[src/rtl/zjh_seg_pkg.sv]
// Shared constants for the BCD counter/display: MODE encodings and
// 7-segment patterns (SEG[6]=a .. SEG[0]=g, active-high).
package zjh_seg_pkg;

   typedef logic [6:0] seg_t;

   localparam logic [1:0] MODE_FREE   = 2'b00;
   localparam logic [1:0] MODE_RELOAD = 2'b01;
   localparam logic [1:0] MODE_STOP   = 2'b10;

   localparam seg_t SEG_0     = 7'h7E;
   localparam seg_t SEG_1     = 7'h30;
   localparam seg_t SEG_2     = 7'h6D;
   localparam seg_t SEG_3     = 7'h79;
   localparam seg_t SEG_4     = 7'h33;
   localparam seg_t SEG_5     = 7'h5B;
   localparam seg_t SEG_6     = 7'h5F;
   localparam seg_t SEG_7     = 7'h70;
   localparam seg_t SEG_8     = 7'h7F;
   localparam seg_t SEG_9     = 7'h7B;
   localparam seg_t SEG_BLANK = 7'h00;

endpackage

[src/rtl/zjh_seg7_dec.sv]
// Combinational BCD to 7-segment decoder with blanking.
//   bcd   : 4-bit digit (10..15 decode to blank)
//   blank : force all segments off
//   seg_c : segment pattern, SEG[6]=a .. SEG[0]=g
module zjh_seg7_dec
   import zjh_seg_pkg::*;
(
   input  logic [3:0] bcd,
   input  logic       blank,
   output seg_t       seg_c
);

   always_comb begin
      seg_c = SEG_BLANK;
      if (!blank) begin
         case (bcd)
            4'd0:    seg_c = SEG_0;
            4'd1:    seg_c = SEG_1;
            4'd2:    seg_c = SEG_2;
            4'd3:    seg_c = SEG_3;
            4'd4:    seg_c = SEG_4;
            4'd5:    seg_c = SEG_5;
            4'd6:    seg_c = SEG_6;
            4'd7:    seg_c = SEG_7;
            4'd8:    seg_c = SEG_8;
            4'd9:    seg_c = SEG_9;
            default: seg_c = SEG_BLANK;
         endcase
      end
   end

endmodule

[src/rtl/zjh_bcd_counter_disp.sv]
// Multi-digit BCD up/down counter with load, compare (reload / stop modes)
// and a time-multiplexed 7-segment display scanner.
//   Clk   : clock, rising edge
//   MR    : asynchronous active-low reset
//   EN    : count enable          UP   : 1 up, 0 down
//   LD    : synchronous load of A MODE : 00 free, 01 reload-on-match, 10 stop-on-match
//   A     : preset BCD            B    : compare BCD
//   LZB   : leading-zero blanking
//   Q     : registered BCD count  MATCH: one-cycle pulse when Q changes to B
//   DONE  : stop-on-match flag    SEG  : segments of the scanned digit
//   DIG   : one-hot digit select
module zjh_bcd_counter_disp
   import zjh_seg_pkg::*;
#(
   parameter int unsigned DIGITS   = 2,
   parameter int unsigned SCAN_DIV = 1000
)(
   input  logic                  Clk,
   input  logic                  MR,
   input  logic                  EN,
   input  logic                  UP,
   input  logic                  LD,
   input  logic [4*DIGITS-1:0]   A,
   input  logic [4*DIGITS-1:0]   B,
   input  logic [1:0]            MODE,
   input  logic                  LZB,
   output logic [4*DIGITS-1:0]   Q,
   output logic                  MATCH,
   output logic                  DONE,
   output logic [6:0]            SEG,
   output logic [DIGITS-1:0]     DIG
);

   localparam int unsigned W  = 4 * DIGITS;
   localparam int unsigned IW = (DIGITS > 1) ? $clog2(DIGITS) : 1;
   localparam int unsigned DW = $clog2(SCAN_DIV);

   logic [W-1:0]      q_r, q_n, q_inc, q_dec, a_clean;
   logic              match_r, done_r, done_n, hit;
   logic [DW-1:0]     div_r;
   logic [IW-1:0]     idx_r;
   logic [DIGITS-1:0] dig_r, dig_n;
   seg_t              seg_r, seg_c;
   logic [3:0]        cur_digit;
   logic              upper_zero, cur_upper_zero, blank;

   // Preset with out-of-range digits forced to zero.
   always_comb begin
      a_clean = A;
      for (int i = 0; i < int'(DIGITS); i++) begin
         if (A[i*4 +: 4] > 4'd9) a_clean[i*4 +: 4] = 4'd0;
      end
   end

   // Decimal increment/decrement with ripple carry/borrow across digits.
   always_comb begin : incdec
      logic cy, bw;
      q_inc = q_r;
      q_dec = q_r;
      cy    = 1'b1;
      bw    = 1'b1;
      for (int i = 0; i < int'(DIGITS); i++) begin
         if (cy) begin
            if (q_r[i*4 +: 4] == 4'd9) begin
               q_inc[i*4 +: 4] = 4'd0;
            end else begin
               q_inc[i*4 +: 4] = q_r[i*4 +: 4] + 4'd1;
               cy = 1'b0;
            end
         end
         if (bw) begin
            if (q_r[i*4 +: 4] == 4'd0) begin
               q_dec[i*4 +: 4] = 4'd9;
            end else begin
               q_dec[i*4 +: 4] = q_r[i*4 +: 4] - 4'd1;
               bw = 1'b0;
            end
         end
      end
   end

   // Next count: LD > DONE hold > match reload > count > hold.
   // A load clears DONE and never sets it, even if it lands on B.
   always_comb begin
      q_n    = q_r;
      done_n = done_r;
      if (LD) begin
         q_n    = a_clean;
         done_n = 1'b0;
      end else if (!done_r) begin
         if ((MODE == MODE_RELOAD) && EN && (q_r == B)) q_n = a_clean;
         else if (EN)                                   q_n = UP ? q_inc : q_dec;
      end
      // Only a change of Q onto B counts as a match; a static Q==B does not.
      hit = (q_n != q_r) && (q_n == B);
      if (!LD && !done_r && (MODE == MODE_STOP) && hit) done_n = 1'b1;
   end

   always_ff @(posedge Clk or negedge MR) begin
      if (!MR) begin
         q_r     <= '0;
         match_r <= 1'b0;
         done_r  <= 1'b0;
      end else begin
         q_r     <= q_n;
         match_r <= hit;
         done_r  <= done_n;
      end
   end

   // Select scanned digit, find whether it and all higher digits are zero.
   always_comb begin
      cur_digit      = 4'd0;
      upper_zero     = 1'b1;
      cur_upper_zero = 1'b0;
      dig_n          = '0;
      for (int i = int'(DIGITS) - 1; i >= 0; i--) begin
         upper_zero = upper_zero & (q_r[i*4 +: 4] == 4'd0);
         if (IW'(i) == idx_r) begin
            cur_digit      = q_r[i*4 +: 4];
            cur_upper_zero = upper_zero;
         end
         dig_n[i] = (IW'(i) == idx_r);
      end
      blank = LZB && (idx_r != '0) && cur_upper_zero;
   end

   zjh_seg7_dec u_dec (
      .bcd   (cur_digit),
      .blank (blank),
      .seg_c (seg_c)
   );

   // Scan divider and digit index; DIG/SEG lag the index by one cycle.
   always_ff @(posedge Clk or negedge MR) begin
      if (!MR) begin
         div_r <= '0;
         idx_r <= '0;
         dig_r <= DIGITS'(1);
         seg_r <= SEG_0;
      end else begin
         if (div_r == DW'(SCAN_DIV - 1)) begin
            div_r <= '0;
            idx_r <= (idx_r == IW'(DIGITS - 1)) ? '0 : idx_r + IW'(1);
         end else begin
            div_r <= div_r + DW'(1);
         end
         dig_r <= dig_n;
         seg_r <= seg_c;
      end
   end

   assign Q     = q_r;
   assign MATCH = match_r;
   assign DONE  = done_r;
   assign SEG   = seg_r;
   assign DIG   = dig_r;

endmodule

[config.mk]
export PLATFORM = sky130hd
export DESIGN_NAME = zjh_bcd_counter_disp
export DESIGN_NICKNAME = d
export VERILOG_FILES = /design/src/rtl/zjh_seg_pkg.sv /design/src/rtl/zjh_seg7_dec.sv /design/src/rtl/zjh_bcd_counter_disp.sv
export SDC_FILE = /design/constraint.sdc
export NUM_CORES = 1
export LEC_CHECK = 0
export ABC_AREA = 1
export CORE_MARGIN = 4
export CORE_UTILIZATION = 40
export CTS_BUF_LIST = sky130_fd_sc_hd__clkbuf_4 sky130_fd_sc_hd__clkbuf_8 sky130_fd_sc_hd__clkbuf_16
export DETAILED_ROUTE_END_ITERATION = 8
export GPL_TIMING_DRIVEN = 0
export HOLD_SLACK_MARGIN = 0.02
export PLACE_DENSITY = 0.73
export SYNTH_ARGS = -nofsm -noshare
export SYNTH_HDL_FRONTEND = slang
export SYNTH_SLANG_ARGS = --single-unit
[constraint.sdc]
create_clock -name Clk -period 5.75 [get_ports Clk]
set_clock_uncertainty 0.2 [all_clocks]
set_input_delay 1.725 -clock Clk [delete_from_list [all_inputs] [get_ports Clk]]
set_output_delay 1.725 -clock Clk [all_outputs]
set_load 0.05 [all_outputs]
Word-level counts from Yosys, hierarchy flattened
Memories as Yosys holds them, arrays and structs flattened.
Index checks and enable logic that the tools add are counted.
{"block": "classes", "addsub": 6, "magnitude_cmp": 2, "n_eq_ne": 8, "mux": 22, "bitwise": 2, "reduce_logical": 13}
{"cell": "$mux 8", "count": 5}
{"cell": "$mux 4", "count": 9}
{"cell": "$eq 8x8->1", "count": 2}
{"cell": "$add 10x1->10 const B", "count": 1}
{"cell": "$eq 10x10->1 const B", "count": 1}
{"cell": "$mux 10", "count": 1}
{"cell": "$add 4x1->4 const B", "count": 2}
{"cell": "$eq 4x4->1 const B", "count": 2}
{"cell": "$gt 4x4->1 const B", "count": 2}
{"cell": "$logic_and 1x1->1", "count": 8}
{"cell": "$logic_not 4->1", "count": 2}
{"cell": "$ne 8x8->1", "count": 1}
{"cell": "$sub 4x1->4 const B", "count": 2}
{"cell": "$mux 7", "count": 1}
{"cell": "$mux 1", "count": 6}
{"cell": "$eq 2x1->1 const B", "count": 1}
{"cell": "$eq 2x2->1 const B", "count": 1}
{"cell": "$logic_not 1->1", "count": 2}
{"cell": "$reduce_bool 2->1", "count": 1}
{"cell": "$add 1x1->1 const B", "count": 1}
{"cell": "$and 1x1->1", "count": 1}
{"cell": "$not 1->1", "count": 1}
{"block": "totals", "ff_bits": 30, "mem_bits_ro": 112, "in_bits": 24, "output_inout_bits": 19, "word_cells": 61, "n_memories": 1}
{"name": "(no name shown)", "depth": 16, "width": 7, "read_ports": 1, "rd_ports_with_merged_regs": 0, "write_ports": 0, "line": "zjh_seg7_dec.sv:16", "rtl": "case (bcd)"}

Logic depth before layout (Yosys ltp)
Gate-level depths: netlist of run 1.
{"block": "logic_depth", "depth_word": 12, "depth_mapped": 21, "ltp_nobuf": 21}

Modules after synthesis
Synthesis of run 1 repeated with hierarchy kept, for this count alone.
{"block": "hier_totals", "cells_unflattened": 458, "hier_area_um2": 2835.2}
{"mod": "zjh_bcd_counter_disp", "instances": 1, "cells_each": 423, "area_each_um2": 2650.0, "seq_area_each_um2": 759.5}
{"mod": "zjh_seg7_dec", "instances": 1, "cells_each": 35, "area_each_um2": 185.2, "seq_area_each_um2": 0.0}

Least setup slack after synthesis of run 1
OpenSTA, ideal clock, no wires.
{"block": "synth_path", "path_type": "input-to-reg", "startpoint": "input port EN", "endpoint": "register match_r, in the netlist MATCH", "setup_ns": 0.119, "t_arrival_ns": 3.111, "required_ns": 5.431, "path_slack_ns": 2.320, "cell_stages": 15, "n_path_buf": 2, "path_cell_list": "buf_2 nand2_1 nor2_1 and3_1 buf_6 nand3_2 nand2_1 nand2_1 nand3_2 nand2_1 nand2_1 nand2_1 nor2_1 nand3_1 and2_1"}
{"block": "synth_between", "elab_chain_cells": 7, "elab_cells_between_ends": 9, "cone_classes": "2 x eq/ne; 4 x mux; 3 x reduce/logical"}
{"element": "start: declaration", "line": "zjh_bcd_counter_disp.sv:20", "rtl": "input logic EN,"}
{"element": "$logic_and 1x1->1 (2 in series)", "line": "zjh_bcd_counter_disp.sv:91", "rtl": "if ((MODE == MODE_RELOAD) && EN && (q_r == B)) q_n = a_clean;"}
{"element": "$mux 8 (*)", "line": "zjh_bcd_counter_disp.sv:91"}
{"element": "$mux 8 (*)", "line": "zjh_bcd_counter_disp.sv:90", "rtl": "end else if (!done_r) begin"}
{"element": "$mux 8 (*)", "line": "zjh_bcd_counter_disp.sv:87", "rtl": "if (LD) begin"}
{"element": "net q_n[1]", "line": "zjh_bcd_counter_disp.sv:38", "rtl": "logic [W-1:0] q_r, q_n, q_inc, q_dec, a_clean;"}
{"element": "$ne 8x8->1 / $eq 8x8->1 (equally long branches)", "line": "zjh_bcd_counter_disp.sv:95", "rtl": "hit = (q_n != q_r) && (q_n == B);"}
{"element": "$logic_and 1x1->1 (*)", "line": "zjh_bcd_counter_disp.sv:95"}
{"element": "net hit", "line": "zjh_bcd_counter_disp.sv:39", "rtl": "logic match_r, done_r, done_n, hit;"}
{"element": "end signal: assignment", "line": "zjh_bcd_counter_disp.sv:106", "rtl": "match_r <= hit;"}
{"element": "end: declaration", "line": "zjh_bcd_counter_disp.sv:39"}
The timed path passes the listed nets; every way through them passes the cells marked *.
A chain may end at the register's enable or synchronous reset.

Worst setup path in the final report of run 1
{"block": "layout_path", "startpoint": "input port B[5]", "endpoint": "register match_r, in the netlist MATCH"}
{"block": "layout_between", "elab_chain_cells": 7, "elab_cells_between_ends": 8, "cone_classes": "3 x eq/ne; 3 x mux; 2 x reduce/logical"}
{"element": "start: declaration", "line": "zjh_bcd_counter_disp.sv:24", "rtl": "input logic [4*DIGITS-1:0] B,"}
{"element": "$eq 8x8->1 (*)", "line": "zjh_bcd_counter_disp.sv:91"}
{"element": "$logic_and 1x1->1 (*)", "line": "zjh_bcd_counter_disp.sv:91"}
{"element": "$mux 8 (*)", "line": "zjh_bcd_counter_disp.sv:91"}
{"element": "$mux 8 (*)", "line": "zjh_bcd_counter_disp.sv:90"}
{"element": "$mux 8 (*)", "line": "zjh_bcd_counter_disp.sv:87"}
{"element": "net q_n[1]", "line": "zjh_bcd_counter_disp.sv:38"}
{"element": "$ne 8x8->1 / $eq 8x8->1 (equally long branches)", "line": "zjh_bcd_counter_disp.sv:95"}
{"element": "$logic_and 1x1->1 (*)", "line": "zjh_bcd_counter_disp.sv:95"}
{"element": "net hit", "line": "zjh_bcd_counter_disp.sv:39"}
Marked as above.

==> summary.md, run 1 <==
| Metric | Value |
|---|---|
| Run status | `finished, final reports clean` |
| Number of flops mapped to enable cells by yosys | `0` |
| Count of final hold-check violations | `0` |
| Layout Area Growth over Synthesis | `22.5%` |
| Biggest area consumer among synthesized cells | `dfrtp_1` |
| Grt total ovfl | `0` |
| Setup slack at placement | `1.55 ns` |
| Total Wirelength | `6.65 mm` |
| Power density cells | `235 nW/µm²` |
| Synthesized-area fraction occupied by ao, oa, aoi and oai cells | `0.0666` |
| Vias per inst | `5.22` |
| Slew headroom | `0.482` |
| Number of antenna violations at the first check in global routing | `0` |
| Post-cts sizing count | `0` |
| Average cell area after synthesis | `6.36 µm²` |
| Number of library cell types mapped by synthesis | `32` |
| Worst Hold Class | `reg -> reg` |
| Gpl congestion | `0.957` |
| Area share of the leading cell type in the synthesized netlist | `0.220` |
| Share of the yosys chip area belonging to registers | `0.291` |
| CTS clock-pin slew for the worst setup and hold paths | `0.08 ns` |
| Overall Global Routing Usage | `0.184` |
| Register bit total from synthesis | `30` |
| Number of core rows | `29` |
| First DRT Iteration DRCs | `205` |
| Root Buffer | `clkbuf_8` |
| Final setup violation count | `0` |
| Flip-flop cell with the highest count after synthesis | `dfrtp_1` |
| Width of the die | `88.8 µm` |
| Most repeated library cell on the critical path | `nand2_1` |
| Number of buffers between clock root and the deepest sink | `2` |
| Wire length of the first global-routing pass | `11.5 mm` |
| CTS tree | `done` |
| Routed via count | `2800` |
| Routed length per placed instance | `12.4 µm` |
| Placeable Area | `6350 µm²` |
| Cell family with most CP delay | `simple AND/OR/NAND/NOR gates` |
| Launching element type of the critical path | `input port` |
| Count of clock tree sinks | `30` |
| Highest Clock Rate | `256 MHz` |
| Total Neg Setup Slack | `0 ns` |
| Buf/Inv on CP | `2` |
| CTS buffer count | `5` |
| Die outline height | `88.8 µm` |
| Crit-path slowest cell | `clkdlybuf4s50_1` |
| Share of synthesized registers carrying an async set or reset | `1.00` |
| ANT cells | `0` |
| Simple-gate share of the synthesized area | `0.461` |
| Pin count of the biggest net entering global routing | `31` |
| Least-Margin Pin Slew | `0.770 ns` |
| Ranking of synthesized cells by area | `dfrtp_1 (22%), nand2_1 (20%), nand3_1 (9.4%)` |
| Number of maximum-capacitance violations | `0` |
| VDD IR max | `0.149 mV` |
| Remaining antenna violation count after routing | `0` |
| Main combinational cell family by area after synthesis | `simple AND/OR/NAND/NOR gates` |
| Number of global-route vias before repair | `2675` |
| Die ar. | `7890 µm²` |
| Top-level I/O count | `43` |
| Critical-path cell list | `clkdlybuf4s50_1 > inv_1 > nand2_1 > o21ai_0 > nor2_1 > nand2_2 > nor2_8 > nand3_2 > nand2_1 > nand2_1 > nand3_2 > nand2_1 > nand2_1 > nand2_1 > nor2_1 > nand3_1 > and2_1` |
| Share of synthesized cell area in full adder, half adder and majority cells | `0.0575` |
| Post-synthesis share of cell area spent on xor and xnor gates | `0.0297` |
| Net count of the finished layout | `494` |
| # hold bufs at CTS | `0` |
| Data arrival time of the critical path | `3.90 ns` |
| Initial Utilization | `0.411` |
| Final period demand of the worst path | `3.91 ns` |
| Tcrit/Tclk final | `0.680` |
| Worst endpoint required time | `5.74 ns` |
| PnR worst setup slack | `1.84 ns` |
| Final Max Slew Viols | `0` |
| Number of instances in the synthesized netlist | `411` |
| Syn_nets | `447` |
| Port Buf Inserts | `40` |
| Fraction of final layout cells with drive strength greater than 1 | `0.107` |
| Clock latency on the worst-skew pair | `0.29 ns` |
| Crit Path Class | `in -> reg` |
| Share of cell area taken by muxes after synthesis | `0` |
| Critical path's largest stage delay | `0.53 ns` |
| Maximum level of the CTS H-tree | `2` |
| DP Wirelength | `5.24 mm` |
| Leakage Power | `1.67 nW` |
| Critical path fanouts, max | `6` |
| Endpoint kind of the worst setup timing path | `flop` |
| Post CTS Setup Buffer Count | `0` |
| Cell area after technology mapping | `2610 µm²` |
| Synth Warn # | `0` |
| Detailed-router iteration count before antenna repair | `5` |
| Post-route DRC | `0` |
| Setup repair after global routing missed its margin | `false` |
[where the power goes]
group	internal (W)	leakage (nW)	switching, W
Sequential	0.000236	0.363	0.0000130
Combinational	0.000108	1.26	0.000209
Clock	0.0000962	0.0472	0.0000884
[routing by layer]
metal | track usage | vias to the layer above | part of all wire
met3 | 0.0326 | 17 | 0.067
met1 | 0.232 | 1272 | 0.44
met5 | 0 | - | 0
met4 | 0.0755 | 0 | 0.024
met2 | 0.310 | 105 | 0.47
li1 | - | 1406 | -
[layout make-up]
type | instances | area, µm²
Inverter | 48 | 183
Fill cell | 649 | 3150
Sequential cell | 30 | 759
Clock inverter | 2 | 12.5
Clock buffer | 6 | 82.6
Buffer | 10 | 65.1
Tap cell | 77 | 96.3
Timing Repair Buffer | 40 | 395
Multi-Input combinational cell | 323 | 1610
[cells in the final DEF (no fill, tap or decap), drive strengths merged, types with 6 or more instances in the layout]
| master | count |
|---|---|
| nand2 | 150 |
| nand3 | 55 |
| inv | 48 |
| nor2 | 44 |
| clkdlybuf4s50 | 39 |
| dfrtp | 23 |
| a21oi | 16 |
| o21ai | 13 |
| ha | 12 |
| buf | 9 |
| clkbuf | 8 |
| dfstp | 7 |
| nand4 | 6 |
| nor3 | 6 |
[flip-flops by register name, summed over array words and instances (netlist names)]
| register | cells |
|---|---|
| DIG | 2 |
| MATCH | 1 |
| Q | 8 |
| idx_r | 1 |
| SEG | 7 |
| div_r | 10 |
| DONE | 1 |
[synthesized netlist by cell type (2+ instances only)]
master and instances:
and2_1 3, a31oi_1 2, nand3_2 6, a21oi_1 16, buf_2 4, nand3b_1 2
buf_4 2, nand2_2 7, dfstp_2 7, nand3_1 49, nor4_1 2, nand4_1 6
dfrtp_1 23, and3_1 2, ha_1 12, inv_1 40, nor2_1 42, inv_2 7
xor2_1 4, buf_6 2, o21ai_0 13, nor3_1 6, nand2_1 142, xnor2_1 3
clkbuf_1 2
[per-stage QoR]
step	utilization	hold WS, ns	power (W)	instance area, µm²	std cells
4_1_cts	0.505	0.264	0.000754	3200	536
3_3_place_gp	0.490	0.251	0.000566	3110	528
5_1_grt	0.504	0.296	0.000802	3200	536
6_report	0.504	0.260	0.000750	3200	536
3_5_place_dp	0.490	0.255	0.000569	3110	528
2_1_floorplan	-	0.233	0.000474	2610	411
[worst paths after layout]
check | from | end | slack [ns] | depth (start not counted)
max in group asynchronous | MR | idx_r$_DFFE_PN0N_ | 3.62 | 1
min in group asynchronous | MR | MATCH$_DFF_PN0_ | 1.27 | 1
worst max register to register | Q[0]$_DFF_PN0_ | DONE$_DFFE_PN0P_ | 3.06 | 19
worst max-delay path | B[5] | MATCH$_DFF_PN0_ | 1.84 | 17
worst min-delay path | div_r[0]$_DFF_PN0_ | div_r[0]$_DFF_PN0_ | 0.26 | 1
worst min register to register | div_r[0]$_DFF_PN0_ | div_r[0]$_DFF_PN0_ | 0.26 | 1
[logic make-up after synthesis]
family	count (synthesis)
AO/OA/AOI/OAI	33
flip-flops	30
XOR/XNOR	8
adder cells (fa/ha/maj)	12
buffers and inverters	58
AND/OR/NAND/NOR	270
Note: power is estimated with default switching activity, not from simulation.
==> run 2: changes to the inputs <==
--- a/config.mk
+++ b/config.mk
@@ -12,7 +12,7 @@
 export DETAILED_ROUTE_END_ITERATION = 8
 export GPL_TIMING_DRIVEN = 0
 export HOLD_SLACK_MARGIN = 0.02
-export PLACE_DENSITY = 0.73
+export PLACE_DENSITY = 0.75
 export SYNTH_ARGS = -nofsm -noshare
 export SYNTH_HDL_FRONTEND = slang
 export SYNTH_SLANG_ARGS = --single-unit
==> constraint.sdc (replaced) <==
create_clock -name Clk -period 3.1 [get_ports Clk]
set_clock_uncertainty 0.2 [all_clocks]
set_input_delay 0.93 -clock Clk [delete_from_list [all_inputs] [get_ports Clk]]
set_output_delay 0.93 -clock Clk [all_outputs]
set_load 0.05 [all_outputs]
==> summary.md, run 2 (synthesis gave the netlist of run 1 again) <==
| Metric | Value |
|---|---|
| Run status | `finished, final reports clean` |
| Register bank with the most flops | `div_r` |
| Number of core rows | `29` |
| Net load switching power | `0.000585 W` |
| Most common cell after layout, fill and taps aside | `nand2_1` |
| Setup repair after global routing missed its margin | `false` |
| Worst Hold Class | `reg -> reg` |
| DP Wirelength | `5.33 mm` |
| Post-route DRC | `0` |
| CTS buffer count | `5` |
| Flop pwr share | `0.328` |
| Vias per inst | `5.16` |
| Critical path fanouts, max | `6` |
| ANT cells | `0` |
| Fraction of final layout cells with drive strength greater than 1 | `0.132` |
| Number of maximum-capacitance violations | `0` |
| Placeable Area | `6350 µm²` |
| Width of the die | `88.8 µm` |
| Critical path's largest stage delay | `0.47 ns` |
| Tcrit/Tclk final | `0.952` |
| Worst endpoint required time | `3.07 ns` |
| Root Buffer | `clkbuf_8` |
| Register-to-register path setup slack | `0.36 ns` |
| Count of final hold-check violations | `0` |
| Die ar. | `7890 µm²` |
| Share of total power in the clock network | `0.242` |
| Detailed-router iteration count before antenna repair | `4` |
| Setup slack at placement | `-0.273 ns` |
| Maximum level of the CTS H-tree | `2` |
| Wire length of the first global-routing pass | `11.2 mm` |
| Fill cells | `637` |
| Commonest non-fill, non-tap cells in the layout | `nand2_1 (139), nand3_1 (48), inv_1 (40), nor2_1 (38), clkdlybuf4s50_1 (33)` |
| Grt total ovfl | `0` |
| Remaining antenna violation count after routing | `0` |
| Total Wirelength | `6.93 mm` |
| Slew headroom | `0.504` |
| Number of buffers between clock root and the deepest sink | `2` |
| Initial Utilization | `0.411` |
| Count of clock tree sinks | `30` |
| Highest Clock Rate | `339 MHz` |
| Beginning of the worst register-to-register path | `Q[0]$_DFF_PN0_` |
| CTS clock-pin slew for the worst setup and hold paths | `0.07 ns` |
| Overall Global Routing Usage | `0.179` |
| Top-level I/O count | `43` |
| Routed via count | `2781` |
| Crit Path Class | `in -> reg` |
| Proportion of power drawn by combinational gates | `0.429` |
| Final setup violation count | `0` |
| Power density cells | `430 nW/µm²` |
| First DRT Iteration DRCs | `214` |
| Flip-flop count of the largest register, all copies and words added | `10` |
| Pin count of the biggest net entering global routing | `31` |
| Final Max Slew Viols | `0` |
| Die outline height | `88.8 µm` |
| Number of global-route vias before repair | `2585` |
| Total Neg Setup Slack | `0 ns` |
| Worst Min Path Start | `div_r[0]$_DFF_PN0_` |
| # hold bufs at CTS | `0` |
| Fraction of power spent switching nets | `0.415` |
| Least-Margin Pin Slew | `0.738 ns` |
| Endpoint kind of the worst setup timing path | `flop` |
| Net count of the finished layout | `497` |
| Cell Int Power | `0.000824 W` |
| Launch point of the worst path | `B[0]` |
| Critical-path cell list | `clkdlybuf4s50_1 > xnor2_2 > and3_1 > buf_6 > nand3_2 > nand2_2 > buf_4 > nand2_1 > nand2_2 > nand2_1 > nand2_1 > nor2_1 > nand3_1 > and2_1` |
| Placement-stage cell area | `3110 µm²` |
| Launching element type of the critical path | `input port` |
| Port Buf Inserts | `40` |
| VDD IR max | `0.347 mV` |
| CTS tree | `done` |
| Final period demand of the worst path | `2.95 ns` |
| Most repeated library cell on the critical path | `nand2_1` |
| Gpl congestion | `0.899` |
| Clock latency on the worst-skew pair | `0.29 ns` |
| Layout Area Growth over Synthesis | `25.2%` |
| Data arrival time of the critical path | `2.92 ns` |
| Crit-path slowest cell | `clkdlybuf4s50_1` |
| Number of antenna violations at the first check in global routing | `0` |
| PnR worst setup slack | `0.150 ns` |
| Finished layout cell area | `3270 µm²` |
| Leakage Power | `1.75 nW` |
| Routed length per placed instance | `12.8 µm` |
## run 2: changes by cell type in the layout (fill, tap and decap cells not counted), sizes merged
cell           before  now
clkdlybuf4s50      39   33
dlymetal6s2s        0    6
buf                 9   12
## run 2: worst paths after layout
check | to | cells after the start
hold reg to reg | div_r[0]$_DFF_PN0_ | 1
min in group asynchronous | DONE$_DFFE_PN0P_ | 1
max in group asynchronous | DIG[1]$_DFF_PN0_ | 1
setup / recovery | MATCH$_DFF_PN0_ | 14
setup reg to reg | MATCH$_DFF_PN0_ | 17
hold / removal | div_r[0]$_DFF_PN0_ | 1
## run 2: area by class of cell
cell class / instances / area (µm²) / area share
Timing Repair Buffer: 43 / 433 / 0.132
Inverter: 48 / 183 / 0.0558
Clock buffer: 6 / 82.6 / 0.0252
Clock inverter: 2 / 12.5 / 0.00382
Buffer: 10 / 65.1 / 0.0199
Sequential cell: 30 / 759 / 0.232
Tap cell: 77 / 96.3 / 0.0294
Multi-Input combinational cell: 323 / 1640 / 0.501
## run 2: worst max-delay path, delay by kind of cell
| kind | cells | cell delay (ns) |
|---|---|---|
| AND/OR/NAND/NOR | 10 | 1.07 |
| buffers and inverters | 3 | 0.75 |
| XOR/XNOR | 1 | 0.18 |
## run 2: through the flow
step | std cells | total power [W] | utilization | hold WS, ns
final | 539 | 0.00141 | 0.515 | 0.268
after global routing | 539 | 0.00149 | 0.515 | 0.299
after CTS | 536 | 0.00140 | 0.505 | 0.271
after detailed placement | 528 | 0.00106 | 0.490 | 0.262
after global placement | 528 | 0.00105 | 0.490 | 0.252
after floorplan | 411 | 0.000879 | - | 0.233
## run 2: power groups by stage
stage | Sequential, W | Combinational, W | Clock [W]
final | 0.000462 | 0.000605 | 0.000341
after global routing | 0.000467 | 0.000664 | 0.000363
after CTS | 0.000463 | 0.000590 | 0.000347
after detailed placement | 0.000471 | 0.000587 | 0
after global placement | 0.000469 | 0.000581 | 0
after floorplan | 0.000593 | 0.000285 | 0
## run 2: layer usage
| layer | up-vias | share of wire | track usage |
|---|---|---|---|
| met4 | 0 | 0.0097 | 0.0467 |
| li1 | 1408 | - | - |
| met1 | 1255 | 0.43 | 0.225 |
| met3 | 8 | 0.072 | 0.0317 |
| met2 | 110 | 0.49 | 0.313 |
| met5 | - | 0 | 0 |
## run 2: what timing repair did
item / in CTS / in global routing
resized for setup: 0 / 17
endpoints found under the setup margin: 0 / 2
buffers inserted: 0 / 3
endpoints found under the hold margin: 0 / 0
==> run 3: changes to the inputs <==
--- a/config.mk
+++ b/config.mk
@@ -5,14 +5,13 @@
 export SDC_FILE = /design/constraint.sdc
 export NUM_CORES = 1
 export LEC_CHECK = 0
-export ABC_AREA = 1
 export CORE_MARGIN = 4
 export CORE_UTILIZATION = 40
 export CTS_BUF_LIST = sky130_fd_sc_hd__clkbuf_4 sky130_fd_sc_hd__clkbuf_8 sky130_fd_sc_hd__clkbuf_16
 export DETAILED_ROUTE_END_ITERATION = 8
 export GPL_TIMING_DRIVEN = 0
 export HOLD_SLACK_MARGIN = 0.02
-export PLACE_DENSITY = 0.75
+export PLACE_DENSITY = 0.74
 export SYNTH_ARGS = -nofsm -noshare
 export SYNTH_HDL_FRONTEND = slang
 export SYNTH_SLANG_ARGS = --single-unit
==> summary.md, run 3 <==
| Metric | Value |
|---|---|
| Run status | `finished with violations` |
| Violated checks | `negative setup slack` |
| Total Neg Setup Slack | `-0.298 ns` |
| Setup repair after global routing missed its margin | `true` |
| Clock latency on the worst-skew pair | `0.29 ns` |
| Tcrit/Tclk final | `1.06` |
| Die outline height | `93.1 µm` |
| Number of core rows | `30` |
| Highest Clock Rate | `305 MHz` |
| Count of clock tree sinks | `30` |
| CTS clock-pin slew for the worst setup and hold paths | `0.07 ns` |
| Placeable Area | `6910 µm²` |
| Routed length per placed instance | `17.7 µm` |
| Power density cells | `420 nW/µm²` |
| Cell area after technology mapping | `2900 µm²` |
| Gpl congestion | `0.977` |
| Finished layout cell area | `3930 µm²` |
| Area share of the leading cell type in the synthesized netlist | `0.199` |
| Worst Hold Class | `reg -> reg` |
| Pin count of the biggest net entering global routing | `31` |
| Flip-flop count of the largest register, all copies and words added | `10` |
| Biggest area consumer among synthesized cells | `dfrtp_1` |
| Grt total ovfl | `0` |
| Detailed-router iteration count before antenna repair | `8` |
| Number of maximum-capacitance violations | `0` |
| Overall Global Routing Usage | `0.210` |
| Most common cell after layout, fill and taps aside | `nor2_1` |
| Crit Path Class | `in -> reg` |
| CTS tree | `done` |
| First DRT Iteration DRCs | `315` |
| Overall power consumption | `0.00165 W` |
| Total Wirelength | `9.15 mm` |
| Setup slack at placement | `-1.34 ns` |
| Final standard cell count with taps included and fillers excluded | `518` |
| Ranking of synthesized cells by area | `dfrtp_1 (20%), dfstp_2 (6.3%), ha_1 (5.2%)` |
| Share of the yosys chip area belonging to registers | `0.262` |
| CTS buffer count | `5` |
| Width of the die | `93.1 µm` |
| Layout Area Growth over Synthesis | `35.4%` |
| Top-level I/O count | `43` |
| Number of flops mapped to enable cells by yosys | `0` |
| Placed insts | `492` |
| Root Buffer | `clkbuf_8` |
| Maximum level of the CTS H-tree | `2` |
| Number of library cell types mapped by synthesis | `69` |
| PnR worst setup slack | `-0.182 ns` |
| DP Wirelength | `6.56 mm` |
| Number of instances in the synthesized netlist | `356` |
| Initial Utilization | `0.420` |
| Register bank with the most flops | `div_r` |
| Final period demand of the worst path | `3.28 ns` |
| Post-route DRC | `0` |
| Least-Margin Pin Slew | `0.796 ns` |
| Slew headroom | `0.466` |
| Commonest non-fill, non-tap cells in the layout | `nor2_1 (34), nand2_1 (30), clkdlybuf4s50_1 (28), a21oi_1 (21), dfrtp_1 (19)` |
| Syn_nets | `392` |
| Wire length of the first global-routing pass | `14.5 mm` |
| ANT cells | `0` |
| Die ar. | `8670 µm²` |
| Endpoint kind of the worst setup timing path | `flop` |
| Launching element type of the critical path | `input port` |
| Remaining antenna violation count after routing | `0` |
| Share of synthesized registers carrying an async set or reset | `1.00` |
| Number of buffers between clock root and the deepest sink | `2` |
| Net count of the finished layout | `457` |
| Routed via count | `3175` |
| Hold Path Cell Cnt | `0` |
| Placement-stage cell area | `3450 µm²` |
| Leakage Power | `1.56 nW` |
| Synth Warn # | `0` |
| Vias per inst | `6.13` |
| Count of final hold-check violations | `0` |
| Port Buf Inserts | `40` |
| Worst r2r path cells | `11` |
| Top cells by count, synth | `nor2_1 (34), nand2_1 (31), dfrtp_1 (23)` |
| Final Max Slew Viols | `0` |
| Critical path fanouts, max | `3` |
| Worst endpoint required time | `3.09 ns` |
| VDD IR max | `0.180 mV` |
| Average cell area after synthesis | `8.14 µm²` |
| Data arrival time of the critical path | `3.27 ns` |
| Number of global-route vias before repair | `2994` |
| Register bit total from synthesis | `30` |
| Number of antenna violations at the first check in global routing | `0` |
| Final setup violation count | `2` |
| Flip-flop cell with the highest count after synthesis | `dfrtp_1` |
| Fraction of final layout cells with drive strength greater than 1 | `0.249` |
| Most frequent cell after synthesis | `nor2_1` |
## run 3: cell families after synthesis
family | synth area share
AOI/OAI and AO/OA | 0.250
xor gates and xnor gates | 0.0725
adders and majority gates | 0.0518
buffers and inverters | 0.0535
DFF | 0.262
muxes | 0.0432
and+or+nand+nor | 0.266
## run 3: layout make-up
cell class,count,area [µm²]
multi-input cells,291,2220
clock inverters,2,12.5
flip-flops and latches,30,764
well taps,96,120
fillers,634,2980
plain buffers,21,140
clock buffers,6,82.6
repair buffers,59,536
inverters,13,53.8
## run 3: power by group
group          leakage (nW)  switching [W]  internal [W]
Clock                0.0472       0.000164      0.000178
Sequential            0.360      0.0000273      0.000441
Combinational          1.15       0.000504      0.000334
Total                  1.56       0.000695      0.000954
## run 3: through the flow
| stage | hold WS (ns) | util |
|---|---|---|
| after floorplan | 0.152 | - |
| after global placement | 0.159 | 0.499 |
| after detailed placement | 0.161 | 0.499 |
| after CTS | 0.186 | 0.550 |
| after global routing | 0.188 | 0.568 |
| final | 0.182 | 0.568 |
## run 3: metal layers
layer	up-vias	track usage	part of all wire	wire, µm
met1	1464	0.256	0.39	3560
met5	-	0	0	0
li1	1454	-	-	-
met2	204	0.355	0.48	4380
met3	53	0.0362	0.084	772
met4	0	0.106	0.047	431
## run 3: worst max-delay path, stage by stage
cell	delay, ns
clkdlybuf4s15_1	0.24
xnor2_2	0.24
nand4_1	0.14
buf_4	0.17
o41ai_4	0.22
buf_6	0.18
mux2i_4	0.29
and2_1	0.18
a2111oi_2	0.05
and4bb_2	0.31
o41ai_2	0.32
## run 3: what timing repair did
item / 4_1_cts / 5_1_grt
gates cloned: 0 / 0
pin swaps: 16 / 5
hold buffers: 0 / 0
setup endpoints to repair: 4 / 2
endpoints found under the hold margin: 0 / 0
resized for setup: 67 / 26
setup buffers: 13 / 6
## run 3: path summary, 6_finish.rpt
path / from / slack [ns] / end
worst min-delay path: idx_r$_DFFE_PN0N_ / 0.18 / DIG[1]$_DFF_PN0_
max in group asynchronous: MR / 1.75 / Q[4]$_DFF_PN0_
min in group asynchronous: MR / 0.47 / Q[1]$_DFF_PN0_
worst min register to register: idx_r$_DFFE_PN0N_ / 0.18 / DIG[1]$_DFF_PN0_
worst max-delay path: B[1] / -0.18 / DONE$_DFFE_PN0P_
worst max register to register: Q[4]$_DFF_PN0_ / -0.10 / DONE$_DFFE_PN0P_
